File: src/rtl/frame_buffer_writer.sv
// Raster pixel stream to dual-port frame buffer writer with SOF lock, resync and done pulse.
// Optional binarisation of written pixels against THRESH when FBW_THRESHOLD_EN is defined.
//
// state    | meaning
// IDLE     | waiting for a start pulse, stream not accepted
// WAIT_SOF | armed, dropping beats until one carries s_sof
// WRITE    | writing raster pixels, resync on a mid-frame s_sof
// DONE     | single cycle, frame_done asserted
module frame_buffer_writer #(
    parameter int          IMG_W  = 256,
    parameter int          IMG_H  = 256,
    parameter logic [7:0]  THRESH = 8'd64
) (
    input  logic        fclk,
    input  logic        rst,
    input  logic        start,
    input  logic        s_valid,
    output logic        s_ready,
    input  logic        s_sof,
    input  logic [7:0]  s_data,
    output logic        wr_en,
    output logic [15:0] wr_addr,
    output logic [7:0]  wr_data,
    output logic        busy,
    output logic        frame_done,
    output logic        sof_err
);
    localparam int CW = (IMG_W > 1) ? $clog2(IMG_W) : 1;
    localparam int RW = (IMG_H > 1) ? $clog2(IMG_H) : 1;
    localparam logic [CW-1:0] COL_LAST  = CW'(IMG_W - 1);
    localparam logic [RW-1:0] ROW_LAST  = RW'(IMG_H - 1);
    localparam logic [15:0]   LINE_STEP = 16'(IMG_W);

    localparam logic [1:0] S_IDLE     = 2'd0;
    localparam logic [1:0] S_WAIT_SOF = 2'd1;
    localparam logic [1:0] S_WRITE    = 2'd2;
    localparam logic [1:0] S_DONE     = 2'd3;

    logic [1:0]    state;
    logic [CW-1:0] col;
    logic [RW-1:0] row;
    logic [15:0]   line_base;

    logic          accept;
    logic          take;
    logic          resync;
    logic [CW-1:0] cur_col;
    logic [RW-1:0] cur_row;
    logic [15:0]   cur_base;
    logic          cur_last;
    logic [7:0]    pix_data;

    assign s_ready    = (state == S_WAIT_SOF) || (state == S_WRITE);
    assign busy       = s_ready;
    assign frame_done = (state == S_DONE);

    assign accept = s_valid && s_ready;
    assign take   = accept && (s_sof || (state == S_WRITE));
    assign resync = accept && s_sof && (state == S_WRITE);

    // A beat carrying s_sof is always pixel (0,0), whichever state accepted it.
    assign cur_col  = s_sof ? '0 : col;
    assign cur_row  = s_sof ? '0 : row;
    assign cur_base = s_sof ? 16'd0 : line_base;
    assign cur_last = (cur_col == COL_LAST) && (cur_row == ROW_LAST);

`ifdef FBW_THRESHOLD_EN
    assign pix_data = (s_data >= THRESH) ? 8'hFF : 8'h00;
`else
    logic [7:0] thresh_unused;
    assign thresh_unused = THRESH;
    assign pix_data      = s_data;
`endif

    always_ff @(posedge fclk or posedge rst) begin
        if (rst) begin
            state     <= S_IDLE;
            col       <= '0;
            row       <= '0;
            line_base <= 16'd0;
            wr_en     <= 1'b0;
            wr_addr   <= 16'd0;
            wr_data   <= 8'd0;
            sof_err   <= 1'b0;
        end else begin
            wr_en <= take;
            if (take) begin
                wr_addr <= cur_base + 16'(cur_col);
                wr_data <= pix_data;
            end
            case (state)
                S_IDLE: begin
                    if (start) begin
                        state     <= S_WAIT_SOF;
                        sof_err   <= 1'b0;
                        col       <= '0;
                        row       <= '0;
                        line_base <= 16'd0;
                    end
                end
                S_WAIT_SOF, S_WRITE: begin
                    if (take) begin
                        if (resync)
                            sof_err <= 1'b1;
                        if (cur_col == COL_LAST) begin
                            col       <= '0;
                            row       <= cur_row + RW'(1);
                            line_base <= cur_base + LINE_STEP;
                        end else begin
                            col       <= cur_col + CW'(1);
                            row       <= cur_row;
                            line_base <= cur_base;
                        end
                        state <= cur_last ? S_DONE : S_WRITE;
                    end
                end
                default: state <= S_IDLE;
            endcase
        end
    end
endmodule
File: config.mk
export PLATFORM = sky130hd
export DESIGN_NAME = frame_buffer_writer
export DESIGN_NICKNAME = d
export VERILOG_FILES = /design/src/rtl/frame_buffer_writer.sv
export SDC_FILE = /design/constraint.sdc
export NUM_CORES = 1
export LEC_CHECK = 0
export CAP_MARGIN = 25
export CORE_MARGIN = 3
export CORE_UTILIZATION = 56
export CTS_CLUSTER_SIZE = 28
export DETAILED_ROUTE_END_ITERATION = 10
export PLACE_DENSITY = 0.86
export REMOVE_ABC_BUFFERS = 1
export SETUP_SLACK_MARGIN = 0.1
export SYNTH_ARGS = -nofsm -noshare
export SYNTH_HDL_FRONTEND = slang
export SYNTH_SLANG_ARGS = --single-unit
File: constraint.sdc
create_clock -name fclk -period 3.17 [get_ports fclk]
set_input_delay 0.634 -clock fclk [delete_from_list [all_inputs] [get_ports fclk]]
set_output_delay 0.634 -clock fclk [all_outputs]
set_load 0.05 [all_outputs]
==> flow_summary.toml, run 1 <==
[outcome]
run_status = "finished clean"

[synthesis]
ys_ff_latch = 60
avgSynthCellArea_um2 = 8.88
yosysSeqAreaShare = 0.441
synth.distinct_cells = 50
synth_ff_type = "dfrtp_1"
netlist_area_um2 = 3400
yosysWarnings = 0
ys_async_sr_fraction = 1.00
syn_inst = 383
synth_edf_count = 0

[pwr]
internal_power_uw = 1680
comb_power_share = 0.379
seqPwrFrac = 0.327
power_frac_clock = 0.294
p_sw_frac = 0.397
switching_power_uw = 1100
leakage_uw = 0.00193
worst_ir_drop_vdd_mv = 0.539
power.total_uw = 2780
power_density_nw_per_um2 = 649

[clock_tree]
cts_buffers = 9
cts_setup_buffers = 0
cts_tree = "yes"
cts_resized = 0
clkSlewWorstSetupHoldPaths_ps = 70
clock-root-buffer = "clkbuf_8"
clkSinkCount = 60
hold_buffers = 0
worstSkewPairLatency_ps = 350
htree_levels = 3
clock_path_buffers = 2

[worst_setup_path]
r2r-start = "state[0]"
cp.arrival_ps = 3140
required_ps = 3420
critPathLaunchType = "input port"
rrSetupSlack_ps = 620
reg2reg_depth = 6
crit_type = "input port to flip-flop"
reg2reg_to = "row[1]"
crit_end = "wr_addr[9]"
cp_max_fo = 7
cp-end-kind = "flip-flop"
cp-startpoint = "s_sof"

[timing]
whs_ps = 477
max_freq_mhz = 346
setup_viol = 0
slew_viol_final = 0
finalHoldViolCount = 0
skew_ps = 5.67
tightestPinTransition_ps = 678
slew_headroom = 0.546
rsz0062_at_grt = "no"
fin_crit_sh = 0.911
fin_tns_setup_ps = 0
period_minus_slack_ps = 2890

[die]
fp.coreArea_um2 = 5680
pin_count = 42
fp.dieW_um = 83.9
design.die.area_um2 = 7050
die_h_um = 83.9
rows = 27
start_util = 0.599

[layout]
finish.net_count = 478
area.growth.synth_to_final_pct = 26.1
drive_gt1_frac = 0.121
layout_common_cells = "77 x nand2_1, 60 x dfrtp_1, 44 x o21ai_0, 41 x clkdlybuf4s50_1, 32 x nor2b_1"
final_common_cell = "nand2_1"
n_antenna_cell = 0

[placed_design]
hpwl_mm = 6.02
port_buffers = 41
gp_congestion = 0.910

[detailed_routing]
ant_nets = 0
firstDrtPassIters = 6
drc = 0
dr_total_vias = 3088
first_iter_violations = 273
viasPerCell = 5.86
routedWlPerCell_um = 16.4
finalWirelength_mm = 8.63

[global_routing]
grt_pass1_vias = 3000
antenna_found_initial = 0
grt.total_usage = 0.257
grt_max_degree = 26
overflow = 0
grt_pass1_wl_mm = 14.5

[run]
max-cap-violations = 0

[hold_path]
hp-start = "wr_data[1]"
hp-class = "flip-flop to flip-flop"
## layer usage
layer / vias up / share of wire / track usage
met1: 1471 / 0.42 / 0.327
met5: - / 0 / 0
met2: 119 / 0.49 / 0.419
met4: 0 / 0.031 / 0.143
met3: 29 / 0.057 / 0.0385
li1: 1469 / - / -
## layout make-up
class | count | area (um2)
multi-input cells | 297 | 1780
flip-flops and latches | 60 | 1500
fillers | 396 | 1390
repair buffers | 72 | 643
clock buffers | 12 | 165
well taps | 72 | 90.1
clock inverters | 4 | 70.1
inverters | 10 | 37.5
## flip-flops by register name, indices dropped and copies added (netlist names)
| name | cells |
|---|---|
| state | 2 |
| wr_en | 1 |
| col | 8 |
| line_base | 16 |
| wr_addr | 16 |
| sof_err | 1 |
| row | 8 |
| wr_data | 8 |
## power by group through the flow
stage | clock, uW | combinational, uW | sequential, uW
2_1_floorplan | 0 | 439 | 1130
3_3_place_gp | 0 | 1020 | 916
3_5_place_dp | 0 | 1040 | 921
4_1_cts | 827 | 1050 | 909
5_1_grt | 858 | 1130 | 920
6_report | 817 | 1060 | 910
## logic make-up (layout without fill, tap and decap cells)
family	Yosys count	in the layout	share of synthesized area
and+or+nand+nor	165	165	0.241
AOI/OAI and AO/OA	96	96	0.171
DFF	60	60	0.441
buffers and inverters	26	98	0.0349
xor gates and xnor gates	20	20	0.0515
adders and majority gates	15	15	0.0574
muxes	1	1	0.00294
## cells in the mapped netlist, types with 2 or more instances
library cell | count | area share
dfrtp_1 | 60 | 0.44
nor2_1 | 15 | 0.017
nor3_1 | 7 | 0.010
xor2_1 | 8 | 0.021
a41oi_1 | 4 | 0.010
and2_1 | 2 | 0.0037
o31ai_1 | 7 | 0.015
o21ai_0 | 44 | 0.065
a21oi_1 | 15 | 0.022
nor2b_1 | 32 | 0.059
buf_2 | 5 | 0.0074
and3_1 | 5 | 0.0092
o22ai_1 | 2 | 0.0037
a21o_1 | 3 | 0.0066
a32o_1 | 2 | 0.0059
nand4_1 | 6 | 0.011
or4_1 | 2 | 0.0044
buf_4 | 2 | 0.0044
nand2_1 | 77 | 0.085
inv_1 | 10 | 0.011
a22o_1 | 4 | 0.010
nand3_1 | 7 | 0.010
clkbuf_1 | 7 | 0.0077
nand2b_1 | 2 | 0.0037
xnor2_1 | 12 | 0.031
ha_1 | 14 | 0.051
o21ai_1 | 5 | 0.0074
and4_1 | 2 | 0.0051
## worst min path at each step
| stage | endpoint | slack [ps] | cells past startpoint |
|---|---|---|---|
| finish | wr_data[1] | 480 | 2 |
| detailed placement | wr_data[1] | 460 | 2 |
| global placement | wr_data[5] | 460 | 2 |
| CTS | wr_data[1] | 480 | 2 |
| floorplan | row[7] | 450 | 1 |
| global route | wr_addr[14] | 510 | 2 |
## through the flow
stage	cells	utilization	worst slack [ps]	cell area, um2
6_report	527	0.756	281	4290
5_1_grt	527	0.756	151	4290
4_1_cts	527	0.756	296	4290
3_5_place_dp	511	0.714	-18.4	4050
3_3_place_gp	511	0.714	54.9	4050
2_1_floorplan	367	-	-377	3320
## worst max-delay path, cell delays in order
cell and delay (ps):
clkdlybuf4s50_1 620, inv_1 90, nand2_1 110, inv_1 60
ha_1 270, a21o_1 180, a21oi_1 260, o41a_1 240
nor3b_1 80, or4_1 490, o311ai_1 100
(Power assumes the default switching activity.)
==> run 2: changes to the inputs <==
--- a/config.mk
+++ b/config.mk
@@ -8,8 +8,9 @@
 export CAP_MARGIN = 25
 export CORE_MARGIN = 3
-export CORE_UTILIZATION = 56
+export CORE_UTILIZATION = 63
 export CTS_CLUSTER_SIZE = 28
 export DETAILED_ROUTE_END_ITERATION = 10
-export PLACE_DENSITY = 0.86
+export DONT_BUFFER_PORTS = 1
+export PLACE_DENSITY = 0.85
 export REMOVE_ABC_BUFFERS = 1
 export SETUP_SLACK_MARGIN = 0.1
==> constraint.sdc (replaced) <==
create_clock -name fclk -period 3.17 [get_ports fclk]
set_input_delay 0.634 -clock fclk [delete_from_list [all_inputs] [get_ports fclk]]
set_output_delay 0.634 -clock fclk [all_outputs]
set_load 0.005 [all_outputs]
==> flow_summary.toml, run 2 (synthesized netlist as in run 1, its figures left out) <==
[detailed_routing]
viasPerCell = 5.99
firstDrtPassIters = 4
finalWirelength_mm = 7.34
drc = 0
dr_total_vias = 2733
routedWlPerCell_um = 16.1
ant_nets = 0
first_iter_violations = 211

[die]
design.die.area_um2 = 6320
start_util = 0.658
fp.coreArea_um2 = 5170
rows = 26
die_h_um = 79.5
fp.dieW_um = 79.5
pin_count = 42

[placed_design]
gp_congestion = 0.866
port_buffers = 0
placed_area_um2 = 3450
hpwl_mm = 4.99
pre_cts_ws_ps = 446
placed_cells = 442

[timing]
fin_crit_sh = 0.786
setup_viol = 0
slew_headroom = 0.498
period_minus_slack_ps = 2490
rsz0062_at_grt = "no"
slew_viol_final = 0
fin_tns_setup_ps = 0
finalHoldViolCount = 0
skew_ps = 6.81
max_freq_mhz = 401
setup_slack_ps = 677
tightestPinTransition_ps = 753

[worst_setup_path]
required_ps = 3450
cp-end-kind = "flip-flop"
crit_type = "flip-flop to flip-flop"
cp.arrival_ps = 2770
cp_max_fo = 12
critPathLaunchType = "flip-flop"

[global_routing]
antenna_found_initial = 0
grt_max_degree = 61
grt_pass1_wl_mm = 12.1
grt_pass1_vias = 2585
overflow = 0
grt.total_usage = 0.247

[clock_tree]
cts_buffers = 9
cts_setup_buffers = 0
clock_path_buffers = 2
worstSkewPairLatency_ps = 340
htree_levels = 3
hold_buffers = 0
clkSlewWorstSetupHoldPaths_ps = 70
clkSinkCount = 60
cts_tree = "yes"
clock-root-buffer = "clkbuf_8"
cts_resized = 0

[pwr]
leakage_uw = 0.00161
power_density_nw_per_um2 = 573
worst_ir_drop_vdd_mv = 0.632

[layout]
reg.largest.list = "line_base x16, wr_addr x16"
finish.net_count = 411
area.growth.synth_to_final_pct = 6.55
final_util = 0.701
final_area_um2 = 3620
finalNonFillerCells = 456
final_common_cell = "nand2_1"
layout_common_cells = "77 x nand2_1, 60 x dfrtp_1, 44 x o21ai_0, 32 x nor2b_1"
drive_gt1_frac = 0.0699
n_antenna_cell = 0

[hold_path]
hp-class = "input port to async pin"

[run]
max-cap-violations = 0

[outcome]
run_status = "finished clean"
## run 2: cell count changes in the layout (fill, tap and decap cells not counted), sizes merged
cell           delta
buf              -26
bufinv            -1
clkdlybuf4s50    -41
clkbuf            -3
clkinvlp          +2
## run 2: worst paths after layout
| path | startpoint | to | slack (ps) | cells past startpoint |
|---|---|---|---|---|
| max | state[0] | row[1] | 680 | 6 |
| min | rst | wr_data[5] | 390 | 2 |
| max reg2reg | state[0] | row[1] | 680 | 6 |
| min reg2reg | row[7] | row[7] | 480 | 1 |
| max in group asynchronous | rst | row[7] | 2280 | 2 |
| min in group fclk | s_data[5] | wr_data[5] | 400 | 2 |
## run 2: cell type report
class,instances,area (um2)
Fill cell,398,1550
Sequential cell,60,1500
Clock inverter,5,55.1
Clock buffer,9,124
Tap cell,70,87.6
Timing Repair Buffer,5,37.5
Multi-Input combinational cell,297,1780
Inverter,10,37.5
## run 2: report_power, final
group	internal [uW]	total (uW)	switching [uW]
registers	853	923	69.9
logic	138	504	366
clock network	351	649	298
total	1340	2080	734
## run 2: critical path, cell delays in order, from the launching register on
cell and delay, ps:
dfrtp_1 400, inv_1 80, ha_1 550, nand4_1 350
or3_1 550, o21ai_1 310, a22o_1 190
## run 2: per-layer routing
layer | global-route usage | vias to the layer above | part of all wire | routed length [um]
li1 | - | 1327 | - | -
met1 | 0.335 | 1318 | 0.45 | 3300
met2 | 0.378 | 77 | 0.48 | 3520
met3 | 0.0767 | 11 | 0.051 | 371
met4 | 0.0808 | 0 | 0.020 | 147
met5 | 0 | - | 0 | 0
## run 2: stage by stage
stage | power, uW | hold slack [ps]
final | 2080 | 391
after global routing | 2210 | 388
after CTS | 2090 | 392
after detailed placement | 1440 | 472
after global placement | 1420 | 471
after floorplan | 1270 | 447
